<file path="src/rtl/sap_pkg.sv">
// Shared constants and the per-edge operation decode for the SAP program counter.
// The return stack is compiled in only when PC_STACK_EN is defined.
package sap_pkg;

  localparam int unsigned DEF_ADDR_W      = 4;
  localparam int unsigned DEF_STACK_DEPTH = 4;

  // Single operation selected at each active edge
  typedef enum logic [2:0] {
    NONE  = 3'd0,
    INC   = 3'd1,
    LOAD  = 3'd2,
    CALL  = 3'd3,
    RET   = 3'd4,
    CLEAR = 3'd5
  } pc_op_t;

  // Priority decode: CLR > RET > CALL > Lp > Cp; RET/CALL vanish without the stack
  function automatic pc_op_t decode_op(input logic clr, input logic ret, input logic call,
                                       input logic lp, input logic cp, input logic stack_en);
    pc_op_t op;
    op = NONE;
    if (clr)                  op = CLEAR;
    else if (stack_en && ret)  op = RET;
    else if (stack_en && call) op = CALL;
    else if (lp)              op = LOAD;
    else if (cp)              op = INC;
    return op;
  endfunction

endpackage

</file>
<file path="src/rtl/sap_program_counter_if.sv">
// Control and W-bus signals between the SAP controller and the program counter.
interface sap_program_counter_if #(
  parameter int unsigned ADDR_W = sap_pkg::DEF_ADDR_W
);

  logic              Cp;
  logic              Ep;
  logic              Lp;
  logic              CALL;
  logic              RET;
  logic [ADDR_W-1:0] WBus_in;
  logic [ADDR_W-1:0] WBus_out;
  logic              WBus_oe;
  logic [ADDR_W-1:0] pc;
  logic              stk_empty;
  logic              stk_full;
  logic              stk_err;

  // Controller side
  modport master (
    output Cp, Ep, Lp, CALL, RET, WBus_in,
    input  WBus_out, WBus_oe, pc, stk_empty, stk_full, stk_err
  );

  // Program-counter side
  modport slave (
    input  Cp, Ep, Lp, CALL, RET, WBus_in,
    output WBus_out, WBus_oe, pc, stk_empty, stk_full, stk_err
  );

endinterface

</file>
<file path="src/rtl/pc_return_stack.sv">
// LIFO of return addresses; only the pointer is reset, entry storage is not.
module pc_return_stack #(
  parameter int unsigned ADDR_W = 4,
  parameter int unsigned DEPTH  = 4
) (
  input  logic              nCLK,
  input  logic              CLR,
  input  logic              push,
  input  logic              pop,
  input  logic [ADDR_W-1:0] din,
  output logic [ADDR_W-1:0] dout,
  output logic              empty,
  output logic              full
);

  localparam int unsigned CNT_W = $clog2(DEPTH + 1);
  localparam int unsigned IDX_W = (DEPTH > 1) ? $clog2(DEPTH) : 1;

  logic [ADDR_W-1:0] mem [DEPTH];
  logic [CNT_W-1:0]  cnt_q;
  logic [CNT_W-1:0]  cnt_d;
  logic [IDX_W-1:0]  top_idx_c;

  assign top_idx_c = IDX_W'(cnt_q - CNT_W'(1));
  assign dout      = mem[top_idx_c];

  // Next entry count; overflow/underflow requests are dropped
  always_comb begin
    cnt_d = cnt_q;
    if (push && !full)       cnt_d = cnt_q + CNT_W'(1);
    else if (pop && !empty)  cnt_d = cnt_q - CNT_W'(1);
  end

  // Pointer and registered status flags
  always_ff @(negedge nCLK) begin
    if (CLR) begin
      cnt_q <= '0;
      empty <= 1'b1;
      full  <= 1'b0;
    end else begin
      cnt_q <= cnt_d;
      empty <= (cnt_d == '0);
      full  <= (cnt_d == CNT_W'(DEPTH));
    end
  end

  // Entry storage written at the current count on a push
  always_ff @(negedge nCLK) begin
    if (!CLR && push && !full) mem[IDX_W'(cnt_q)] <= din;
  end

endmodule

</file>
<file path="src/rtl/sap_program_counter.sv">
// SAP-1 style program counter with optional return-address stack.
// Define PC_STACK_EN to compile in CALL/RET and the stack status flags.
module sap_program_counter
  import sap_pkg::*;
#(
  parameter int unsigned ADDR_W      = DEF_ADDR_W,
  parameter int unsigned STACK_DEPTH = DEF_STACK_DEPTH
) (
  input  logic                 nCLK,
  input  logic                 CLR,
  sap_program_counter_if.slave bus
);

  if (ADDR_W < 2 || ADDR_W > 16 || STACK_DEPTH < 1 || STACK_DEPTH > 16) begin : g_bad_param
    $error("sap_program_counter: ADDR_W must be 2..16 and STACK_DEPTH 1..16");
  end

`ifdef PC_STACK_EN
  localparam bit STACK_EN = 1'b1;
`else
  localparam bit STACK_EN = 1'b0;
`endif

  logic [ADDR_W-1:0] pc_q;
  logic [ADDR_W-1:0] pc_d;
  logic [ADDR_W-1:0] pc_inc_c;
  logic              err_q;
  logic              err_d;
  logic              stk_empty_c;
  logic              stk_full_c;
  pc_op_t            op_c;

  assign pc_inc_c = pc_q + ADDR_W'(1);
  assign op_c     = decode_op(CLR, bus.RET, bus.CALL, bus.Lp, bus.Cp, STACK_EN);

`ifdef PC_STACK_EN
  logic              push_c;
  logic              pop_c;
  logic [ADDR_W-1:0] stk_top_c;

  pc_return_stack #(
    .ADDR_W (ADDR_W),
    .DEPTH  (STACK_DEPTH)
  ) u_stack (
    .nCLK  (nCLK),
    .CLR   (CLR),
    .push  (push_c),
    .pop   (pop_c),
    .din   (pc_inc_c),
    .dout  (stk_top_c),
    .empty (stk_empty_c),
    .full  (stk_full_c)
  );
`else
  assign stk_empty_c = 1'b1;
  assign stk_full_c  = 1'b0;
`endif

  // Next count, sticky error and stack requests for the decoded operation
  always_comb begin
    pc_d  = pc_q;
    err_d = err_q;
`ifdef PC_STACK_EN
    push_c = 1'b0;
    pop_c  = 1'b0;
`endif
    case (op_c)
      CLEAR: begin
        pc_d  = '0;
        err_d = 1'b0;
      end
`ifdef PC_STACK_EN
      RET: begin
        if (stk_empty_c) begin
          err_d = 1'b1;
        end else begin
          pc_d  = stk_top_c;
          pop_c = 1'b1;
        end
      end
      CALL: begin
        if (stk_full_c) begin
          err_d = 1'b1;
        end else begin
          pc_d   = bus.WBus_in;
          push_c = 1'b1;
        end
      end
`endif
      LOAD:    pc_d = bus.WBus_in;
      INC:     pc_d = pc_inc_c;
      default: ;
    endcase
  end

  // Count and error registers, synchronous clear on the falling edge of nCLK
  always_ff @(negedge nCLK) begin
    if (CLR) begin
      pc_q  <= '0;
      err_q <= 1'b0;
    end else begin
      pc_q  <= pc_d;
      err_q <= err_d;
    end
  end

  // W bus follows the count directly; drive enable is Ep itself
  assign bus.WBus_out  = pc_q;
  assign bus.WBus_oe   = bus.Ep;
  assign bus.pc        = pc_q;
  assign bus.stk_empty = stk_empty_c;
  assign bus.stk_full  = stk_full_c;
  assign bus.stk_err   = STACK_EN & err_q;

endmodule

</file>
<file path="src/flat_wrapper.sv">
// flat-port wrapper written by rule: the top's interface ports become plain ports
module sap_program_counter_flat import sap_pkg::*;
#(
  parameter int unsigned ADDR_W      = DEF_ADDR_W,
  parameter int unsigned STACK_DEPTH = DEF_STACK_DEPTH
)
  (nCLK, CLR, bus_Cp, bus_Ep, bus_Lp, bus_CALL, bus_RET, bus_WBus_in, bus_WBus_out, bus_WBus_oe, bus_pc, bus_stk_empty, bus_stk_full, bus_stk_err);
  sap_program_counter_if #(.ADDR_W(ADDR_W)) bus_i ();
  input  logic nCLK;
  input  logic CLR;
  input wire logic [$bits(bus_i.Cp)-1:0] bus_Cp;
  input wire logic [$bits(bus_i.Ep)-1:0] bus_Ep;
  input wire logic [$bits(bus_i.Lp)-1:0] bus_Lp;
  input wire logic [$bits(bus_i.CALL)-1:0] bus_CALL;
  input wire logic [$bits(bus_i.RET)-1:0] bus_RET;
  input wire logic [$bits(bus_i.WBus_in)-1:0] bus_WBus_in;
  output wire logic [$bits(bus_i.WBus_out)-1:0] bus_WBus_out;
  output wire logic [$bits(bus_i.WBus_oe)-1:0] bus_WBus_oe;
  output wire logic [$bits(bus_i.pc)-1:0] bus_pc;
  output wire logic [$bits(bus_i.stk_empty)-1:0] bus_stk_empty;
  output wire logic [$bits(bus_i.stk_full)-1:0] bus_stk_full;
  output wire logic [$bits(bus_i.stk_err)-1:0] bus_stk_err;
  assign bus_i.Cp = bus_Cp;
  assign bus_i.Ep = bus_Ep;
  assign bus_i.Lp = bus_Lp;
  assign bus_i.CALL = bus_CALL;
  assign bus_i.RET = bus_RET;
  assign bus_i.WBus_in = bus_WBus_in;
  assign bus_WBus_out = bus_i.WBus_out;
  assign bus_WBus_oe = bus_i.WBus_oe;
  assign bus_pc = bus_i.pc;
  assign bus_stk_empty = bus_i.stk_empty;
  assign bus_stk_full = bus_i.stk_full;
  assign bus_stk_err = bus_i.stk_err;
  sap_program_counter #(.ADDR_W(ADDR_W), .STACK_DEPTH(STACK_DEPTH)) u_core (.nCLK(nCLK), .CLR(CLR), .bus(bus_i));
endmodule
</file>
<file path="config.mk">
export PLATFORM = sky130hd
export DESIGN_NAME = sap_program_counter_flat
export DESIGN_NICKNAME = d
export VERILOG_FILES = /design/src/rtl/sap_pkg.sv /design/src/rtl/sap_program_counter_if.sv /design/src/rtl/pc_return_stack.sv /design/src/rtl/sap_program_counter.sv /design/src/flat_wrapper.sv
export SDC_FILE = /design/constraint.sdc
export NUM_CORES = 1
export LEC_CHECK = 0
export ABC_CLOCK_PERIOD_IN_PS = 1800
export CORE_AREA = 2 2 39 41
export DETAILED_ROUTE_END_ITERATION = 16
export DIE_AREA = 0 0 41 43
export SYNTH_ARGS = -nofsm -noshare
export SYNTH_HDL_FRONTEND = slang
export SYNTH_SLANG_ARGS = --single-unit
</file>
<file path="constraint.sdc">
create_clock -name nCLK -period 1.8 [get_ports nCLK]
set_clock_uncertainty 0.15 [all_clocks]
set_input_delay 0.18 -clock nCLK [delete_from_list [all_inputs] [get_ports nCLK]]
set_output_delay 0.18 -clock nCLK [all_outputs]
set_load 0.01 [all_outputs]
</file>
# Yosys cells after proc, flatten, opt, wreduce, memory -nomap -nowiden
# Index checks and enable logic that the tools add are counted.
[word_totals] register_bits=4 output_inout_bits=12 in_bits=11 elab_cells=10 mem_count=0 ramBits=0 latchBits=0 rom_bits=0
[classes] reduce_logical=1 add_sub_neg=1 bitwise=0 order_cmp=0 n_mul=0 n_eq_ne=3 shift=0 n_mux=4 n_div=0
[ops] operator="$pmux 4 s3" n=1
[ops] operator="$mux 3" n=2
[ops] operator="$add 4x1->4 const B" n=1
[ops] operator="$eq 3x1->1 const B" n=1
[ops] operator="$eq 3x2->1 const B" n=1
[ops] operator="$eq 3x3->1 const B" n=1
[ops] operator="$reduce_bool 3->1" n=1
[ops] operator="$mux 1" n=1

# Longest topological paths before layout
# Gate-level depths: netlist of the first run.
[logic_depth] word_depth=5 ltp_mapped=4 ltp_nobuf=4

==> impl_metrics.prom, run 1 <==
# TYPE chip_impl_metric gauge
chip_impl_info{name="outcome",value="complete, but fails checks"} 1
chip_impl_info{name="failed_checks",value="setup timing"} 1
chip_impl_metric{name="net-switching-power",unit="uW"} 99.6
chip_impl_metric{name="via_per_inst",unit=""} 3.78
chip_impl_metric{name="synth-xor-area-share",unit="%"} 9.50
chip_impl_metric{name="timing.final.ws_setup",unit="ns"} -0.174
chip_impl_metric{name="initial_antenna_violation_count",unit=""} 0
chip_impl_metric{name="clkLatencyLatePin",unit="ns"} 0.29
chip_impl_metric{name="report.final.setup_viol",unit=""} 8
chip_impl_metric{name="power.density",unit="nW/um2"} 730
chip_impl_metric{name="p_sw_share",unit="%"} 29.3
chip_impl_metric{name="crit_path_max_incr_delay",unit="ns"} 0.34
chip_impl_metric{name="synthesis.yosys.warnings",unit=""} 0
chip_impl_metric{name="layout.nets",unit=""} 66
chip_impl_info{name="synth.area.top_cells",value="sky130_fd_sc_hd__dfxtp_1, sky130_fd_sc_hd__buf_4, sky130_fd_sc_hd__mux2i_1, sky130_fd_sc_hd__xnor2_1, sky130_fd_sc_hd__o21a_1"} 1
chip_impl_metric{name="power.leakage",unit="uW"} 0.000246
chip_impl_metric{name="syn_inst",unit=""} 33
chip_impl_metric{name="worst-path-buf-inv",unit=""} 1
chip_impl_metric{name="grtUsageTotal",unit="%"} 8.22
chip_impl_info{name="cts-root-buf",value="sky130_fd_sc_hd__clkbuf_4"} 1
chip_impl_metric{name="fin_hold_ws",unit="ns"} 0.210
chip_impl_info{name="cpLargestDelayFamily",value="flip-flops"} 1
chip_impl_metric{name="power.ir.vdd_worst",unit="V"} 0.000266
chip_impl_metric{name="routed_wire_length_per_instance",unit="um"} 8.26
chip_impl_metric{name="netlist.area_leader.share",unit="%"} 29.0
chip_impl_info{name="synth_ff_type",value="sky130_fd_sc_hd__dfxtp_1"} 1
chip_impl_info{name="min-delay-path-class",value="primary input to output port"} 1
chip_impl_metric{name="first_pass_grt_wire_length",unit="um"} 910
chip_impl_metric{name="post_cts_hold_buffer_count",unit=""} 0
chip_impl_metric{name="drv.max_cap_violation_count",unit=""} 0
chip_impl_info{name="worst_path_max_delay_cell",value="sky130_fd_sc_hd__dfxtp_4"} 1
chip_impl_metric{name="synthToLayoutAreaGrowth",unit="%"} 68.3
chip_impl_info{name="worst-setup-path-type",value="register to output port"} 1
chip_impl_metric{name="power",unit="uW"} 340
chip_impl_info{name="cts_tree",value="built"} 1
chip_impl_metric{name="power.clock.fraction",unit="%"} 43.0
chip_impl_info{name="timing.critical_path.cells",value="buf_6"} 1
chip_impl_metric{name="antenna_cells_inserted",unit=""} 0
chip_impl_metric{name="antenna_left",unit=""} 0
chip_impl_metric{name="synth.mux.area_fraction",unit="%"} 11.3
chip_impl_metric{name="clock-sinks",unit=""} 4
chip_impl_metric{name="post_synth_fa_ha_maj_area_fraction",unit="%"} 4.52
chip_impl_info{name="worstSetupEndpointType",value="output port"} 1
chip_impl_info{name="critical_path.reg2reg.startpoint",value="u_core.bus.WBus_out[0]$_SDFFE_NP0P_"} 1
chip_impl_metric{name="grt.overflow.total",unit=""} 0
chip_impl_metric{name="grt_pass1_vias",unit=""} 244
chip_impl_metric{name="initial_core_util",unit="%"} 20.0
chip_impl_metric{name="dpl.hpwl",unit="um"} 400
chip_impl_metric{name="synthDistinctLibCells",unit=""} 15
chip_impl_metric{name="clk_pin_slew",unit="ns"} 0.03
chip_impl_metric{name="largest_reg_flops",unit=""} 4
chip_impl_metric{name="number_of_h_tree_branching_levels",unit=""} 1
chip_impl_metric{name="floorplan.die_area",unit="um2"} 1760
chip_impl_metric{name="post_route_cells_drive_above_1_share",unit="%"} 42.3
chip_impl_metric{name="largest_driver_fanout_on_the_critical_path",unit=""} 3
chip_impl_metric{name="area_of_combinational_cells_with_multiple_inputs",unit="um2"} 124
chip_impl_info{name="crit_path_start",value="u_core.bus.WBus_out[0]$_SDFFE_NP0P_"} 1
chip_impl_metric{name="final-hold-violation-count",unit=""} 0
chip_impl_info{name="rsz0062_at_grt",value="yes"} 1
chip_impl_metric{name="die-width",unit="um"} 41
chip_impl_metric{name="synth.yosys.seq_area_share",unit="%"} 29.0
chip_impl_metric{name="detail_route.wirelength",unit="um"} 562
chip_impl_info{name="yosys.area.top_type",value="sky130_fd_sc_hd__dfxtp_1"} 1
chip_impl_metric{name="syn_area",unit="um2"} 277
chip_impl_metric{name="gp_congestion",unit=""} 0.751
chip_impl_metric{name="filler_cell_count",unit=""} 161
chip_impl_info{name="worst_setup_path_start_kind",value="register"} 1
chip_impl_info{name="synthTopCellsByCount",value="sky130_fd_sc_hd__buf_4, sky130_fd_sc_hd__dfxtp_1, sky130_fd_sc_hd__inv_1"} 1
chip_impl_metric{name="floorplan.core_area",unit="um2"} 1380
chip_impl_metric{name="drt_first_iter_violations",unit=""} 2
chip_impl_metric{name="synth_async_sr_flop_share",unit="%"} 0
chip_impl_info{name="holdCritStartpoint",value="bus_Ep"} 1
chip_impl_metric{name="power_frac_comb",unit="%"} 26.4
chip_impl_metric{name="synth_simple_gate_area_share",unit="%"} 6.33
chip_impl_metric{name="drv_slew",unit=""} 0
chip_impl_metric{name="placement.io_buffers",unit=""} 15
chip_impl_metric{name="fp.dieH",unit="um"} 43
chip_impl_metric{name="synth_edf_count",unit=""} 0
chip_impl_metric{name="drtPass1Iterations",unit=""} 2
chip_impl_metric{name="crit_arrival",unit="ns"} 1.64
chip_impl_metric{name="power_report.internal_total",unit="uW"} 240
chip_impl_metric{name="num_cts_buffers",unit=""} 3
chip_impl_metric{name="drc_errors",unit=""} 0
chip_impl_metric{name="detailroute.via_count",unit=""} 257
chip_impl_metric{name="register_area",unit="um2"} 90.1
chip_impl_metric{name="cts_max_path_buffers",unit=""} 2
chip_impl_info{name="synth_top_family_by_area",value="buffers and inverters"} 1
chip_impl_metric{name="num_rows",unit=""} 14
chip_impl_metric{name="synth_compound_area_share",unit="%"} 9.05
chip_impl_metric{name="postSynthRegisterBits",unit=""} 4
chip_impl_metric{name="p_seq_share",unit="%"} 30.6
chip_impl_metric{name="worstPathRequired",unit="ns"} 1.47
chip_impl_metric{name="top_level_ports",unit=""} 23
chip_impl_metric{name="grt_start_max_net_pins",unit=""} 7
chip_impl_metric{name="synthesis.area_per_instance",unit="um2"} 8.38
chip_impl_info{name="count_leader_synth",value="sky130_fd_sc_hd__buf_4"} 1
cells in the final DEF, fill, tap and decap left out:
master	instances
sky130_fd_sc_hd__a21oi_1	2
sky130_fd_sc_hd__buf_2	2
sky130_fd_sc_hd__buf_4	6
sky130_fd_sc_hd__buf_6	6
sky130_fd_sc_hd__clkbuf_2	1
sky130_fd_sc_hd__clkbuf_4	3
sky130_fd_sc_hd__clkdlybuf4s50_1	5
sky130_fd_sc_hd__conb_1	3
sky130_fd_sc_hd__dfxtp_2	2
sky130_fd_sc_hd__dfxtp_4	2
sky130_fd_sc_hd__dlygate4sd2_1	1
sky130_fd_sc_hd__ha_1	1
sky130_fd_sc_hd__inv_1	6
sky130_fd_sc_hd__mux2_1	1
sky130_fd_sc_hd__mux2i_1	2
sky130_fd_sc_hd__nand2_1	1
sky130_fd_sc_hd__nand4_1	1
sky130_fd_sc_hd__nor2_1	2
sky130_fd_sc_hd__o21a_1	2
sky130_fd_sc_hd__xnor2_1	2
sky130_fd_sc_hd__xor2_1	1
area by class of cell:
cell class	count	area share, %
Timing Repair Buffer	21	40.1
Clock buffer	3	4.84
Sequential cell	4	19.4
Multi-Input combinational cell	18	26.6
Clock inverter	4	3.23
Tap cell	16	4.30
Inverter	2	1.61
power by group through the flow:
stage / sequential [uW] / clock, uW / combinational [uW]
final: 104 / 146 / 89.7
after global routing: 105 / 176 / 99.2
after CTS: 104 / 159 / 82.3
after detailed placement: 103 / 17.3 / 91.8
after global placement: 103 / 17.3 / 91.4
after floorplan: 109 / 17.3 / 44.6
cell families (layout without fill, tap and decap cells):
family,after synthesis,in the layout
flip-flops,4,4
adder cells (fa/ha/maj),1,1
XOR/XNOR,3,3
other,2,3
buffers and inverters,12,30
multiplexers,3,3
AND/OR/NAND/NOR,4,4
AO/OA/AOI/OAI,4,4
worst paths after layout:
kind	end	slack, ns	cells past startpoint
max	bus_WBus_out[0]	-0.17	1
min	bus_WBus_oe	0.21	0
max reg2reg	u_core.bus.WBus_out[1]$_SDFFE_NP0P_	0.33	5
min reg2reg	u_core.bus.WBus_out[3]$_SDFFE_NP0P_	0.54	3
what timing repair did:
action	4_1_cts	5_1_grt
pin swaps	0	0
setup endpoints to repair	12	9
hold endpoints to repair	0	0
buffers inserted	0	1
gates resized for setup	40	7
metal layers:
layer	up-vias	wire, um	track usage, %
met1	111	227	8.01
met3	0	83	5.76
met5	-	0	0
met2	14	251	9.38
met4	0	0	10.7
li1	132	-	-
stage by stage:
| stage | util [%] | setup TNS, ns | worst slack [ns] | cells | instance area [um2] |
|---|---|---|---|---|---|
| after floorplan | - | 0 | 0.0126 | 34 | 282 |
| after global placement | 30.7 | -4.31 | -0.569 | 61 | 424 |
| after detailed placement | 30.7 | -4.40 | -0.589 | 61 | 424 |
| after CTS | 31.3 | -1.47 | -0.186 | 67 | 433 |
| after global routing | 33.6 | -1.70 | -0.224 | 68 | 465 |
| final | 33.6 | -1.36 | -0.174 | 68 | 465 |
Note: power is estimated with default switching activity, not from simulation.
==> run 2: changes to the inputs <==
--- a/config.mk
+++ b/config.mk
@@ -6,9 +6,11 @@
 export NUM_CORES = 1
 export LEC_CHECK = 0
 export ABC_CLOCK_PERIOD_IN_PS = 1800
-export CORE_AREA = 2 2 39 41
+export CORE_AREA = 10 10 47 49
 export DETAILED_ROUTE_END_ITERATION = 16
-export DIE_AREA = 0 0 41 43
+export DIE_AREA = 0 0 57 59
+export SKIP_CTS_REPAIR_TIMING = 1
+export SKIP_LAST_GASP = 1
 export SYNTH_ARGS = -nofsm -noshare
 export SYNTH_HDL_FRONTEND = slang
 export SYNTH_SLANG_ARGS = --single-unit
==> run 2 against run 1 <==
The run still ends with setup timing left. Hold slack about the same. Largest power group unchanged. Total power grew 2.2%. Core utilization is 1.3 points higher. Highest routed layer unchanged. Critical endpoint is now bus_pc[2]. Setup slack worse by 0.0035 ns.
==> impl_metrics.prom, run 2 (same netlist as run 1, synthesis figures left out) <==
# TYPE chip_impl_metric gauge
chip_impl_info{name="critical_path.reg2reg.startpoint",value="u_core.bus.WBus_out[0]$_SDFFE_NP0P_"} 1
chip_impl_info{name="outcome",value="complete, but fails checks"} 1
chip_impl_metric{name="fin_hold_ws",unit="ns"} 0.210
chip_impl_metric{name="power.density",unit="nW/um2"} 710
chip_impl_metric{name="drt_first_iter_violations",unit=""} 1
chip_impl_metric{name="initial_antenna_violation_count",unit=""} 0
chip_impl_info{name="mostFrequentLayoutCell",value="sky130_fd_sc_hd__buf_6"} 1
chip_impl_metric{name="largest_reg_flops",unit=""} 4
chip_impl_metric{name="first_pass_grt_wire_length",unit="mm"} 1.12
chip_impl_metric{name="num_rows",unit=""} 14
chip_impl_metric{name="drv.max_cap_violation_count",unit=""} 0
chip_impl_metric{name="placed_cells_incl_taps",unit=""} 61
chip_impl_metric{name="detailroute.via_count",unit=""} 248
chip_impl_info{name="worstSetupEndpointType",value="output port"} 1
chip_impl_metric{name="die-width",unit="um"} 57
chip_impl_metric{name="gp_congestion",unit=""} 0.735
chip_impl_metric{name="floorplan.core_area",unit="um2"} 1400
chip_impl_metric{name="synthToLayoutAreaGrowth",unit="%"} 76.9
chip_impl_metric{name="register_area",unit="um2"} 90.1
chip_impl_info{name="worst_path_max_delay_cell",value="sky130_fd_sc_hd__dfxtp_4"} 1
chip_impl_metric{name="area_of_combinational_cells_with_multiple_inputs",unit="um2"} 124
chip_impl_metric{name="via_per_inst",unit=""} 3.65
chip_impl_metric{name="dpl.hpwl",unit="um"} 552
chip_impl_metric{name="antenna_left",unit=""} 0
chip_impl_metric{name="placement.io_buffers",unit=""} 15
chip_impl_metric{name="pre_cts_ws",unit="ns"} -0.577
chip_impl_metric{name="clock-sinks",unit=""} 4
chip_impl_metric{name="detail_route.wirelength",unit="um"} 688
chip_impl_metric{name="grt_pass1_vias",unit=""} 281
chip_impl_metric{name="routed_wire_length_per_instance",unit="um"} 10.1
chip_impl_metric{name="grt_start_max_net_pins",unit=""} 7
chip_impl_metric{name="power.ir.vdd_worst",unit="V"} 0.000298
chip_impl_info{name="worst_setup_path_start_kind",value="register"} 1
chip_impl_metric{name="num_cts_buffers",unit=""} 3
chip_impl_metric{name="grt.overflow.total",unit=""} 0
chip_impl_metric{name="post_route_cells_drive_above_1_share",unit="%"} 40.4
chip_impl_metric{name="number_of_h_tree_branching_levels",unit=""} 1
chip_impl_metric{name="worst-path-buf-inv",unit=""} 1
chip_impl_metric{name="initial_core_util",unit="%"} 19.7
chip_impl_metric{name="crit_arrival",unit="ns"} 1.65
chip_impl_metric{name="clkLatencyLatePin",unit="ns"} 0.29
chip_impl_info{name="min-delay-path-class",value="primary input to output port"} 1
chip_impl_metric{name="timing.final.ws_setup",unit="ns"} -0.178
chip_impl_metric{name="filler_cell_count",unit=""} 167
chip_impl_metric{name="power.leakage",unit="uW"} 0.000265
chip_impl_info{name="worst-setup-path-type",value="register to output port"} 1
chip_impl_metric{name="antenna_cells_inserted",unit=""} 0
chip_impl_metric{name="top_level_ports",unit=""} 23
chip_impl_metric{name="drv_slew",unit=""} 0
chip_impl_metric{name="worstPathRequired",unit="ns"} 1.47
chip_impl_metric{name="final-hold-violation-count",unit=""} 0
chip_impl_info{name="cts-root-buf",value="sky130_fd_sc_hd__clkbuf_4"} 1
chip_impl_metric{name="instances_no_fill",unit=""} 68
chip_impl_metric{name="floorplan.die_area",unit="um2"} 3360
chip_impl_metric{name="grtUsageTotal",unit="%"} 4.49
chip_impl_metric{name="cts_max_path_buffers",unit=""} 2
chip_impl_metric{name="layout.nets",unit=""} 66
chip_impl_metric{name="drc_errors",unit=""} 0
chip_impl_metric{name="largest_driver_fanout_on_the_critical_path",unit=""} 3
chip_impl_metric{name="drtPass1Iterations",unit=""} 3
chip_impl_metric{name="crit_path_max_incr_delay",unit="ns"} 0.34
chip_impl_info{name="layout.cells.most_common_list",value="sky130_fd_sc_hd__buf_6, sky130_fd_sc_hd__inv_1, sky130_fd_sc_hd__buf_4"} 1
chip_impl_info{name="failed_checks",value="setup timing"} 1
chip_impl_info{name="rsz0062_at_grt",value="yes"} 1
chip_impl_info{name="cts_tree",value="built"} 1
chip_impl_info{name="crit_path_start",value="u_core.bus.WBus_out[2]$_SDFFE_NP0P_"} 1
chip_impl_info{name="holdCritStartpoint",value="bus_Ep"} 1
chip_impl_info{name="timing.critical_path.cells",value="buf_6"} 1
chip_impl_metric{name="fp.dieH",unit="um"} 59
chip_impl_info{name="cpLargestDelayFamily",value="flip-flops"} 1
chip_impl_metric{name="clk_pin_slew",unit="ns"} 0.03
chip_impl_metric{name="report.final.setup_viol",unit=""} 8
run 2: worst paths after layout:
kind	depth (start not counted)	slack, ns	to
worst max-delay path	1	-0.18	bus_pc[2]
worst min-delay path	0	0.21	bus_WBus_oe
worst max register to register	5	0.35	u_core.bus.WBus_out[1]$_SDFFE_NP0P_
worst min register to register	3	0.54	u_core.bus.WBus_out[2]$_SDFFE_NP0P_
run 2: cell type report:
cell class	count	share of cell area (%)
repair buffers	21	43.0
clock inverters	4	3.07
clock buffers	3	4.60
multi-input cells	18	25.3
inverters	2	1.53
well taps	16	4.09
flip-flops and latches	4	18.4
run 2: stage by stage:
| step | setup TNS (ns) | power (uW) | cell area (um2) | utilization [%] |
|---|---|---|---|---|
| after floorplan | 0 | 171 | 282 | - |
| after global placement | -4.35 | 213 | 424 | 30.3 |
| after detailed placement | -4.44 | 214 | 424 | 30.3 |
| after CTS | -5.72 | 355 | 458 | 32.7 |
| after global routing | -1.66 | 383 | 489 | 34.9 |
| final | -1.37 | 347 | 489 | 34.9 |
run 2: metal layers:
layer / track usage, % / wire length, um / vias to the layer above
li1: - / - / 131
met1: 4.28 / 323 / 105
met2: 5.12 / 292 / 12
met3: 3.65 / 72 / 0
met4: 6.04 / 0 / 0
met5: 0 / 0 / -
run 2: report_power, final:
group | internal (uW) | total (uW) | switching (uW)
registers | 97.1 | 105 | 7.61
clock network | 87.1 | 147 | 59.4
logic | 61.5 | 96.2 | 34.7
